**config.mk**
```make
export PLATFORM = sky130hd
export DESIGN_NAME = div_unit
export DESIGN_NICKNAME = d
export VERILOG_FILES = /design/src/rtl/div_pkg.sv /design/src/rtl/div_step.sv /design/src/rtl/div_unit.sv
export SDC_FILE = /design/constraint.sdc
export NUM_CORES = 1
export LEC_CHECK = 0
export CAP_MARGIN = 0
export CORE_MARGIN = 10
export CORE_UTILIZATION = 40
export DETAILED_ROUTE_END_ITERATION = 16
export PLACE_DENSITY = 0.69
export SYNTH_ARGS = -nofsm -noshare
export SYNTH_HDL_FRONTEND = slang
export SYNTH_SLANG_ARGS = --single-unit
```
**constraint.sdc**
```tcl
create_clock -name clk -period 9.2 [get_ports clk]
set_input_delay 1.84 -clock clk [delete_from_list [all_inputs] [get_ports clk]]
set_output_delay 1.84 -clock clk [all_outputs]
set_load 0.02 [all_outputs]
```
**src/rtl/div_pkg.sv**
```systemverilog
// Shared types and sizing for the iterative divider.
// Holds the FSM state encoding, the default operand width and the
// iteration counter width used by div_unit and div_step.
package div_pkg;

  localparam int unsigned DIV_WIDTH = 32;
  localparam int unsigned DIV_CNT_W = 6;

  typedef enum logic [1:0] {
    IDLE   = 2'd0,
    RUN    = 2'd1,
    FINISH = 2'd2
  } div_state_e;

endpackage

```
**src/rtl/div_step.sv**
```systemverilog
// One restoring shift-subtract step (purely combinational).
// Ports:
//   part_rem         : shifted partial remainder entering this step (WIDTH+1)
//   divisor          : divisor magnitude (WIDTH)
//   part_rem_next_c  : partial remainder after the trial subtraction (WIDTH+1)
//   q_bit_c          : quotient bit produced by this step
module div_step
  import div_pkg::*;
#(
  parameter int unsigned WIDTH = DIV_WIDTH
) (
  input  logic [WIDTH:0]   part_rem,
  input  logic [WIDTH-1:0] divisor,
  output logic [WIDTH:0]   part_rem_next_c,
  output logic             q_bit_c
);

  logic [WIDTH+1:0] diff;

  // An extra guard bit turns the borrow into a plain sign test.
  always_comb begin
    diff            = {1'b0, part_rem} - {2'b00, divisor};
    q_bit_c         = ~diff[WIDTH+1];
    part_rem_next_c = q_bit_c ? diff[WIDTH:0] : part_rem;
  end

endmodule

```
**src/rtl/div_unit.sv**
```systemverilog
// Multi-cycle restoring divider for DIV (signed) and DIVU (unsigned).
// A start accepted in IDLE latches the operands; RUN performs one
// shift-subtract step per cycle for WIDTH cycles; the sign-corrected
// quotient/remainder and a one-cycle done appear on entry to FINISH.
// Optional build macro: DIV_ZERO_FAST_EN -- a zero divisor skips RUN,
// returns all-ones / raw dividend and raises div_zero.
// Ports:
//   clk, rst_n   : clock, asynchronous active-low reset
//   start        : request a division (accepted only in IDLE)
//   is_signed    : 1 = two's complement DIV, 0 = DIVU
//   dividend     : numerator, sampled on the accepted start
//   divisor      : denominator, sampled on the accepted start
//   busy         : high while an operation is in RUN or FINISH
//   done         : one-cycle result-valid pulse
//   quotient     : LO result, held until the next done
//   remainder    : HI result, held until the next done
//   div_zero     : (DIV_ZERO_FAST_EN only) fast divide-by-zero flag
module div_unit
  import div_pkg::*;
#(
  parameter int unsigned WIDTH = DIV_WIDTH
) (
  input  logic             clk,
  input  logic             rst_n,
  input  logic             start,
  input  logic             is_signed,
  input  logic [WIDTH-1:0] dividend,
  input  logic [WIDTH-1:0] divisor,
  output logic             busy,
  output logic             done,
  output logic [WIDTH-1:0] quotient,
  output logic [WIDTH-1:0] remainder
`ifdef DIV_ZERO_FAST_EN
  ,
  output logic             div_zero
`endif
);

  localparam int unsigned      CNT_W    = DIV_CNT_W;
  localparam logic [CNT_W-1:0] LAST_CNT = CNT_W'(WIDTH - 1);

  div_state_e       state, state_next;
  logic [CNT_W-1:0] cnt, cnt_next;
  logic             op_signed, op_signed_next;
  logic             sign_a, sign_a_next;
  logic             sign_b, sign_b_next;
  logic [WIDTH:0]   part_rem, part_rem_next;
  logic [WIDTH-1:0] quo_sh, quo_sh_next;
  logic [WIDTH-1:0] dvs, dvs_next;
  logic             busy_next, done_next;
  logic [WIDTH-1:0] quotient_next, remainder_next;
`ifdef DIV_ZERO_FAST_EN
  logic             div_zero_next;
`endif

  logic [WIDTH-1:0] mag_a_c, mag_b_c;
  logic [WIDTH:0]   shifted_c, rem_step_c;
  logic             q_bit_c;
  logic [WIDTH-1:0] quo_step_c, rem_low_c;
  logic [WIDTH-1:0] q_fix_c, r_fix_c;
  logic             neg_q_c, neg_r_c;

  // Operand magnitudes; negation only for signed requests.
  always_comb begin
    mag_a_c = (is_signed && dividend[WIDTH-1]) ? -dividend : dividend;
    mag_b_c = (is_signed && divisor[WIDTH-1])  ? -divisor  : divisor;
  end

  // Shift the next dividend bit into the partial remainder. The top bit is
  // always zero after a restoring step (remainder < divisor), so drop it.
  assign shifted_c = (WIDTH + 1)'({part_rem, quo_sh[WIDTH-1]});

  div_step #(.WIDTH(WIDTH)) u_step (
    .part_rem        (shifted_c),
    .divisor         (dvs),
    .part_rem_next_c (rem_step_c),
    .q_bit_c         (q_bit_c)
  );

  // Sign correction of the final-step magnitudes.
  always_comb begin
    quo_step_c = {quo_sh[WIDTH-2:0], q_bit_c};
    rem_low_c  = rem_step_c[WIDTH-1:0];
    neg_q_c    = op_signed && (sign_a ^ sign_b);
    neg_r_c    = op_signed && sign_a;
    q_fix_c    = neg_q_c ? -quo_step_c : quo_step_c;
    r_fix_c    = neg_r_c ? -rem_low_c  : rem_low_c;
  end

  // Next-state and registered-output logic.
  always_comb begin
    state_next     = state;
    cnt_next       = cnt;
    op_signed_next = op_signed;
    sign_a_next    = sign_a;
    sign_b_next    = sign_b;
    part_rem_next  = part_rem;
    quo_sh_next    = quo_sh;
    dvs_next       = dvs;
    done_next      = 1'b0;
    quotient_next  = quotient;
    remainder_next = remainder;
`ifdef DIV_ZERO_FAST_EN
    div_zero_next  = div_zero;
`endif

    unique case (state)
      IDLE: begin
        if (start) begin
          op_signed_next = is_signed;
          sign_a_next    = dividend[WIDTH-1];
          sign_b_next    = divisor[WIDTH-1];
          quo_sh_next    = mag_a_c;
          dvs_next       = mag_b_c;
          part_rem_next  = '0;
          cnt_next       = '0;
`ifdef DIV_ZERO_FAST_EN
          div_zero_next  = 1'b0;
          state_next     = (divisor == '0) ? FINISH : RUN;
`else
          state_next     = RUN;
`endif
        end
      end
      RUN: begin
        part_rem_next = rem_step_c;
        quo_sh_next   = quo_step_c;
        cnt_next      = cnt + CNT_W'(1);
        if (cnt == LAST_CNT) begin
          state_next     = FINISH;
          done_next      = 1'b1;
          quotient_next  = q_fix_c;
          remainder_next = r_fix_c;
        end
      end
      FINISH: begin
        state_next = IDLE;
`ifdef DIV_ZERO_FAST_EN
        // Only the fast path reaches FINISH with a zero divisor; the
        // latched magnitude re-negated is exactly the raw dividend.
        if (dvs == '0) begin
          done_next      = 1'b1;
          quotient_next  = '1;
          remainder_next = (op_signed && sign_a) ? -quo_sh : quo_sh;
          div_zero_next  = 1'b1;
        end
`endif
      end
      default: state_next = IDLE;
    endcase

    busy_next = (state_next != IDLE);
  end

  // State and output registers.
  always_ff @(posedge clk or negedge rst_n) begin
    if (!rst_n) begin
      state     <= IDLE;
      cnt       <= '0;
      op_signed <= 1'b0;
      sign_a    <= 1'b0;
      sign_b    <= 1'b0;
      part_rem  <= '0;
      quo_sh    <= '0;
      dvs       <= '0;
      busy      <= 1'b0;
      done      <= 1'b0;
      quotient  <= '0;
      remainder <= '0;
`ifdef DIV_ZERO_FAST_EN
      div_zero  <= 1'b0;
`endif
    end else begin
      state     <= state_next;
      cnt       <= cnt_next;
      op_signed <= op_signed_next;
      sign_a    <= sign_a_next;
      sign_b    <= sign_b_next;
      part_rem  <= part_rem_next;
      quo_sh    <= quo_sh_next;
      dvs       <= dvs_next;
      busy      <= busy_next;
      done      <= done_next;
      quotient  <= quotient_next;
      remainder <= remainder_next;
`ifdef DIV_ZERO_FAST_EN
      div_zero  <= div_zero_next;
`endif
    end
  end

endmodule

```
Word level (Yosys, flattened, before mapping) --
Cells that the tools add are included.
Word-level totals: input port bits 68, flip-flop bits (word level) 173, output and inout port bits 66, word-level logic and storage cells 49
Operators by class: muxes and demuxes 16, reduce and logical (&&, ||, !) cells 10, equality and inequality tests 3, add/sub/neg operators 6, bitwise operators 2
Operator list (number):
- $mux W32 | 7
- $neg A32 Y32 | 4
- $pmux W32 S2 | 2
- $sub A33 B32 Y34 | 1
- $pmux W6 S2 | 1
- $add A6 B1 Y6 const B | 1
- $eq A6 B5 Y1 const B | 1
- $mux W6 | 1
- $reduce_and A2 Y1 | 3
- $logic_and A1 B1 Y1 | 4
- $mux W2 | 2
- $pmux W2 S2 | 1
- $reduce_bool A2 Y1 | 2
- $eq A2 B1 Y1 const B | 1
- $logic_not A2 Y1 | 1
- $mux W1 | 2
- $ne A2 B2 Y1 const B | 1
- $not A1 Y1 | 1
- $xor A1 B1 Y1 | 1

Longest topological paths before layout --
Gate-level depths: netlist of the first run.
depth in word-level cells 4, depth in mapped cells 24, mapped depth without buffers 18

By module --
From an unflattened synthesis of the first run, not the netlist that was laid out.
Second synthesis, totals: cell total of the unflattened synthesis 1396, area, all modules 11772.5 sq um
By module, submodules not included:
- div_unit | seq. area each 4329.2 sq um, area each 9394.0 sq um, instances 1, cells an instance 1026
- div_step | seq. area each 0.0 sq um, area each 2378.5 sq um, instances 1, cells an instance 370

Least setup slack after synthesis of the first run --
OpenSTA, ideal clock, no wires.
path kind flip-flop to flip-flop, start point register part_rem[21], end point register remainder[30], path buffers 6, required time 9.117 ns, period minus slack after synthesis 4.888 ns, setup slack 4.312 ns, cell stages (with the launch flop) 22, data arrival time 4.805 ns, library setup time 0.083 ns, cell sequence dfrtp_1 -> ha_1 -> clkbuf_2 -> a21oi_1 -> o21a_4 -> o21ai_2 -> a221o_1 -> or2_1 -> buf_6 -> buf_4 -> buf_2 -> buf_2 -> buf_2 -> o21ai_0 -> ha_1 -> or4b_2 -> nor3b_1 -> o21ai_0 -> nor4_1 -> a41oi_1 -> xnor2_1 -> o21ai_0
Between the ends: word-level cells in the longest chain between the ends 4
Ends and longest elaborated chain:
- start: declaration | line div_unit.sv:47 | logic [WIDTH:0] part_rem, part_rem_next;
- start signal: assignment | line div_unit.sv:179 | part_rem <= part_rem_next;
- $sub A33 B32 Y34 | line div_step.sv:22 | diff = {1'b0, part_rem} - {2'b00, divisor};
- $mux W32 * | line div_step.sv:24 | part_rem_next_c = q_bit_c ? diff[WIDTH:0] : part_rem;
- $neg A32 Y32 | line div_unit.sv:87 | r_fix_c = neg_r_c ? -rem_low_c : rem_low_c;
- $mux W32 * | line div_unit.sv:87
- end signal: assignment | line div_unit.sv:185 | remainder <= remainder_next;
- end: declaration | line div_unit.sv:32 | output logic [WIDTH-1:0] remainder
Every way passes the cells marked *; elsewhere a longest branch is shown, timed or not. A chain may end at the register's enable or synchronous reset.

Final worst setup path of the first run --
start point register part_rem[8], end point register remainder[30]
The elaborated chain is that of the path after synthesis.

==> results of run 1 <==
## per-stage QoR
stage	worst slack (ps)	hold slack (ps)	area [um^2]	util (%)	cells
floorplan	4310	450	11800	-	1436
CTS	3480	486	14000	48.3	1916
global placement	3660	455	13400	46.2	1886
detailed placement	3490	471	13400	46.2	1886
finish	3390	478	14000	48.3	1916
global route	2810	502	14000	48.3	1916
## kinds of logic (layout without fill, tap and decap cells)
group,count (synthesis),count (layout),share of synthesized area (%)
simple gates,471,471,18.3
buf+inv,130,226,4.67
xor+xnor,139,139,10.3
flops,173,173,36.7
compound gates,463,463,24.0
mux,22,22,1.91
fa+ha+maj,38,38,4.09
## layout by cell type (no fill, tap or decap), types with 11 or more instances in the layout
cell type and n:
nand2_1 216, o21ai_0 195, dfrtp_1 173, clkdlybuf4s50_1 132, a21oi_1 94, nor2_1 94, xnor2_1 72, xor2_1 67
inv_1 54, ha_1 37, nor3_1 29, nand3_1 25, a22oi_1 22, o31ai_1 22, o22ai_1 19, mux2i_1 18
clkbuf_16 17, or3_1 16, nor4_1 14, a21o_1 11, a211oi_1 11, nand2b_1 11
## flip-flops by register name, indices dropped and copies added (netlist names)
signal     count
op_signed      1
quotient      32
quo_sh        32
remainder     32
done           1
cnt            6
sign_b         1
part_rem      32
state          2
dvs           32
busy           1
sign_a         1
## worst min-delay path, stage by stage (launching register included)
cell     delay (ps)
dfrtp_1         350
nand2_1          40
o21ai_0          50
## worst paths after layout
kind | to | slack (ps)
max | remainder[30] | 3390
min reg2reg | quotient[1] | 480
max reg2reg | remainder[30] | 3390
max in group asynchronous | quotient[7] | 6600
min in group asynchronous | dvs[2] | 1310
min | quotient[1] | 480
## final cells by class
class	instances	area (um^2)
Clock buffer	17	425
Clock inverter	13	178
Fill cell	2779	15000
Inverter	55	206
Multi-Input combinational cell	1133	6950
Sequential cell	173	4330
Tap cell	384	480
Timing Repair Buffer	141	1390
## layer usage
layer / vias up / routed length (um) / global-route usage, %
met3: 39 / 2950 / 4.26
li1: 5288 / - / -
met4: 0 / 475 / 4.69
met5: - / 0 / 0
met2: 403 / 15400 / 27.8
met1: 5194 / 17800 / 30.0
==> metrics.txt, run 1 <==
status completed; Slew @ Worst Pin 1080 ps; number of synthesized flops with an enable pin 0; Hold Vio Cnt, Final 0; Hold Path Class flip-flop to flip-flop; R2R Path Start part_rem[8]; worst setup path start part_rem[8]; Antenna Diode Count 0; RePlAce Congestion 0.907; worst hold path cell count 2; initial antenna violation count 0; Mapped Cells 1,436; syn nets 1,542; endpoints failing setup 0; FF+latch count, synth 173; clk slew on worst S/H paths 70 ps; TritonCTS Buffers 17; Hold Startpoint quotient[1]; # rows 62; Worst EP arrival 6110 ps; Synth area leaders dfrtp_1 (37%), o21ai_0 (8.3%), nand2_1 (6.9%); H-tree levels 4; Max Fclk 172 MHz; Final nets 1,627; fin crit share 63.2%; Syn Area/Cell 8.22 um^2; Yosys warning count 0; num ports 134; max-cap violations 0; Final Max Slew Viols 0; Final min period 5810 ps; ys async rst share 100%; share of cells above drive strength 1 4.70%; Max clock buf depth 2; worst clock skew 10.9 ps; Distinct cells, synth 81; critical path depth 17; Vias 10,924; top cells by count, synth nand2_1 (217), o21ai_0 (195), dfrtp_1 (173); Post-Route WL 36.6 mm; routed vias/inst 5.70; Buf/Inv on CP 2; r2r worst-path depth 17; port buffer count 133; Resize count post-CTS 0; crit start category flip-flop; Synth Flop Type dfrtp_1; CP peak stage delay 660 ps; CP Max Fanout 32; CTS tree built; DRT iter0 DRCs 1,039; Placeable Area 28,900 um^2; die area 36,800 um^2; gr usage total 19.8%; Synth Cell Area 11,800 um^2; Clk Latency, worst-skew pair 460 ps; die extent in y 192 um; CTS root buffer clkbuf_16; vias in the first global route 10,274; hold_buf cts 0; DRC 0; Worst EP required 9500 ps; Post-CTS Setup Repair Bufs 0; cell taking the most area after synthesis dfrtp_1; CP endpoint kind flip-flop; pin count of the biggest net entering global routing 128; CP delay by family, top simple AND/OR/NAND/NOR gates; DRT antenna net count 0; post-synth top area share 36.7%; effective utilization at floorplan 40.8%; first-pass GRT wire length 58.4 mm; RSZ-0062 raised after global routing no; GRT overflow 0; WS Path Type flip-flop to flip-flop; Slew headroom 28.0%; Pre-Repair DR Iteration Count 5; crit-path cells ha_1, nand2_1, nor2_1, o211ai_1, a21oi_1, or2_2, buf_4, inv_1, mux2i_1, ha_1, or4b_2, nor3b_1, o21ai_0, nor4_1, a41oi_1, xnor2_1, o21ai_0; Area Overhead vs Synth 18.3%; DP HPWL 28.3 mm; Seq/Total Area, Yosys 36.7%; chip width 192 um; Worst path slowest cell or4b_2; Setup TNS Final 0 ps; routed wire length per instance 19.1 um; CTS Sinks 173; most frequent cell after synthesis nand2_1
Power of run 1 is not shown: default switching activity piles up to over one toggle a cycle in this logic, so the estimate is an artifact.
==> run 2, diff against run 1 <==
Settings changed: PLACE_DENSITY 0.69 to 0.71.
Clock period 9.2 ns to 5.19 ns, I/O delays scaled along.
==> run 2 against run 1 <==
Global-route usage grew 0.085 points. Via count grew 0.33%. Wire length grew 0.64%. Critical path depth shrank 1. Fmax grew 21%. Critical endpoint is now remainder[28]. Sequential share of layout area shrank 0.20 points. Clock-buffer cell count is the same. Die area is the same. Cell count grew 0.63%.
==> metrics.txt, run 2 (synthesis results as in run 1) <==
Design Area, Final 14,100 um^2 (was 14,000 um^2); pin count of the biggest net entering global routing 92 (was 128); routed vias/inst 5.68 (was 5.70); vias in the first global route 10,468 (was 10,274); chip width 192 um (unchanged); r2r worst-path depth 16 (was 17); Hold EP quotient[4] (was quotient[1]); max-cap violations 0 (unchanged); RePlAce Congestion 0.937 (was 0.907); Area Overhead vs Synth 19.0% (was 18.3%); first-pass GRT wire length 58.5 mm (was 58.4 mm); Final min period 4810 ps (was 5810 ps); Slew headroom 36.4% (was 28.0%); Placeable Area 28,900 um^2 (unchanged); Setup TNS Final 0 ps (unchanged); CTS root buffer clkbuf_16 (unchanged); WS Path Type flip-flop to flip-flop (unchanged); crit start category flip-flop (unchanged); H-tree levels 4 (unchanged); commonest non-fill, non-tap cell in the layout nand2_1 (unchanged); reg2reg setup slack 380 ps (was 3390 ps); reg2reg end remainder[28] (was remainder[30]); CTS Sinks 173 (unchanged); Clk Latency, worst-skew pair 450 ps (was 460 ps); DRT antenna net count 0 (unchanged); Final nets 1,637 (was 1,627); die extent in y 192 um (unchanged); CP endpoint kind flip-flop (unchanged); CP Max Fanout 6 (was 32); share of cells above drive strength 1 5.51% (was 4.70%); Antenna Diode Count 0 (unchanged); die area 36,800 um^2 (unchanged); Slew @ Worst Pin 951 ps (was 1080 ps); clk slew on worst S/H paths 70 ps (about the same); R2R Path Start part_rem[15] (was part_rem[8]); Final Max Slew Viols 0 (unchanged); gr usage total 19.9% (was 19.8%); CTS tree built (unchanged); Vias 10,960 (was 10,924); DP HPWL 28.4 mm (was 28.3 mm); RSZ-0062 raised after global routing no (unchanged); effective utilization at floorplan 40.8% (unchanged); TritonCTS Buffers 17 (unchanged); num ports 134 (unchanged); commonest non-fill, non-tap cells in the layout nand2_1 (216), o21ai_0 (195), dfrtp_1 (173), clkdlybuf4s50_1 (132) (unchanged); DRT iter0 DRCs 1,127 (was 1,039); Max clock buf depth 2 (unchanged); Worst EP arrival 5180 ps (was 6110 ps); routed wire length per instance 19.1 um (about the same); Max Fclk 208 MHz (was 172 MHz); Pre-Repair DR Iteration Count 5 (unchanged); Post-DP Area 13,400 um^2 (about the same); initial antenna violation count 0 (unchanged); Worst EP required 5560 ps (was 9500 ps); status completed (unchanged); worst clock skew 10.6 ps (was 10.9 ps); Post-CTS Setup Repair Bufs 0 (unchanged); Hold Startpoint quotient[4] (was quotient[1]); Post-Route WL 36.9 mm (was 36.6 mm); worst hold path cell count 2 (unchanged); DRC 0 (unchanged); GRT overflow 0 (unchanged); # rows 62 (unchanged); fin crit share 92.7% (was 63.2%); port buffer count 133 (unchanged); Hold Path Class flip-flop to flip-flop (unchanged); hold_buf cts 0 (unchanged); Resize count post-CTS 0 (unchanged); Hold Vio Cnt, Final 0 (unchanged); endpoints failing setup 0 (unchanged)
## run 2: final cells by class
class / instances / area, um^2
timing repair buffer: 151 / 1480
sequential: 173 / 4330
fill: 2813 / 14900
multi-input combinational: 1133 / 6960
clock buffer: 17 / 425
tap: 384 / 480
inverter: 55 / 206
clock inverter: 15 / 173
## run 2: how the worst max path moves through the flow
stage / start / endpoint / cells past startpoint
after CTS: part_rem[15] / remainder[30] / 16
after detailed placement: part_rem[15] / remainder[30] / 16
final: part_rem[15] / remainder[28] / 16
after global routing: part_rem[15] / remainder[30] / 16
after floorplan: part_rem[21] / remainder[30] / 21
after global placement: part_rem[15] / remainder[30] / 16
## run 2: layer usage
metal  up-vias  part of all wire [%]  GRT usage, %
li1       5317                     -             -
met1      5237                    48          29.3
met5         -                     0             0
met4         0                   1.5          4.87
met3        38                   8.0          4.59
met2       368                    42          28.7
## run 2: through the flow
stage | utilization [%] | setup slack, ps | std cells | hold WS (ps)
6_report | 48.6 | 380 | 1928 | 479
5_1_grt | 48.6 | 35.2 | 1928 | 505
4_1_cts | 48.5 | 307 | 1928 | 487
3_5_place_dp | 46.5 | 332 | 1896 | 470
3_3_place_gp | 46.5 | 449 | 1896 | 461
2_1_floorplan | - | 302 | 1436 | 450
## run 2: critical path: stages, from the launching register on
cell and delay (ps):
dfrtp_1 430, ha_1 400, a21oi_1 260, o21ai_1 200, a211oi_2 320, a21oi_1 180
or2_2 360, inv_1 110, mux2i_1 280, ha_1 270, or4b_2 660, nor3b_1 260
o21ai_0 210, nor4_2 300, a41oi_1 180, xor2_1 170, o21ai_0 140
Power of run 2 is left out for the same reason.
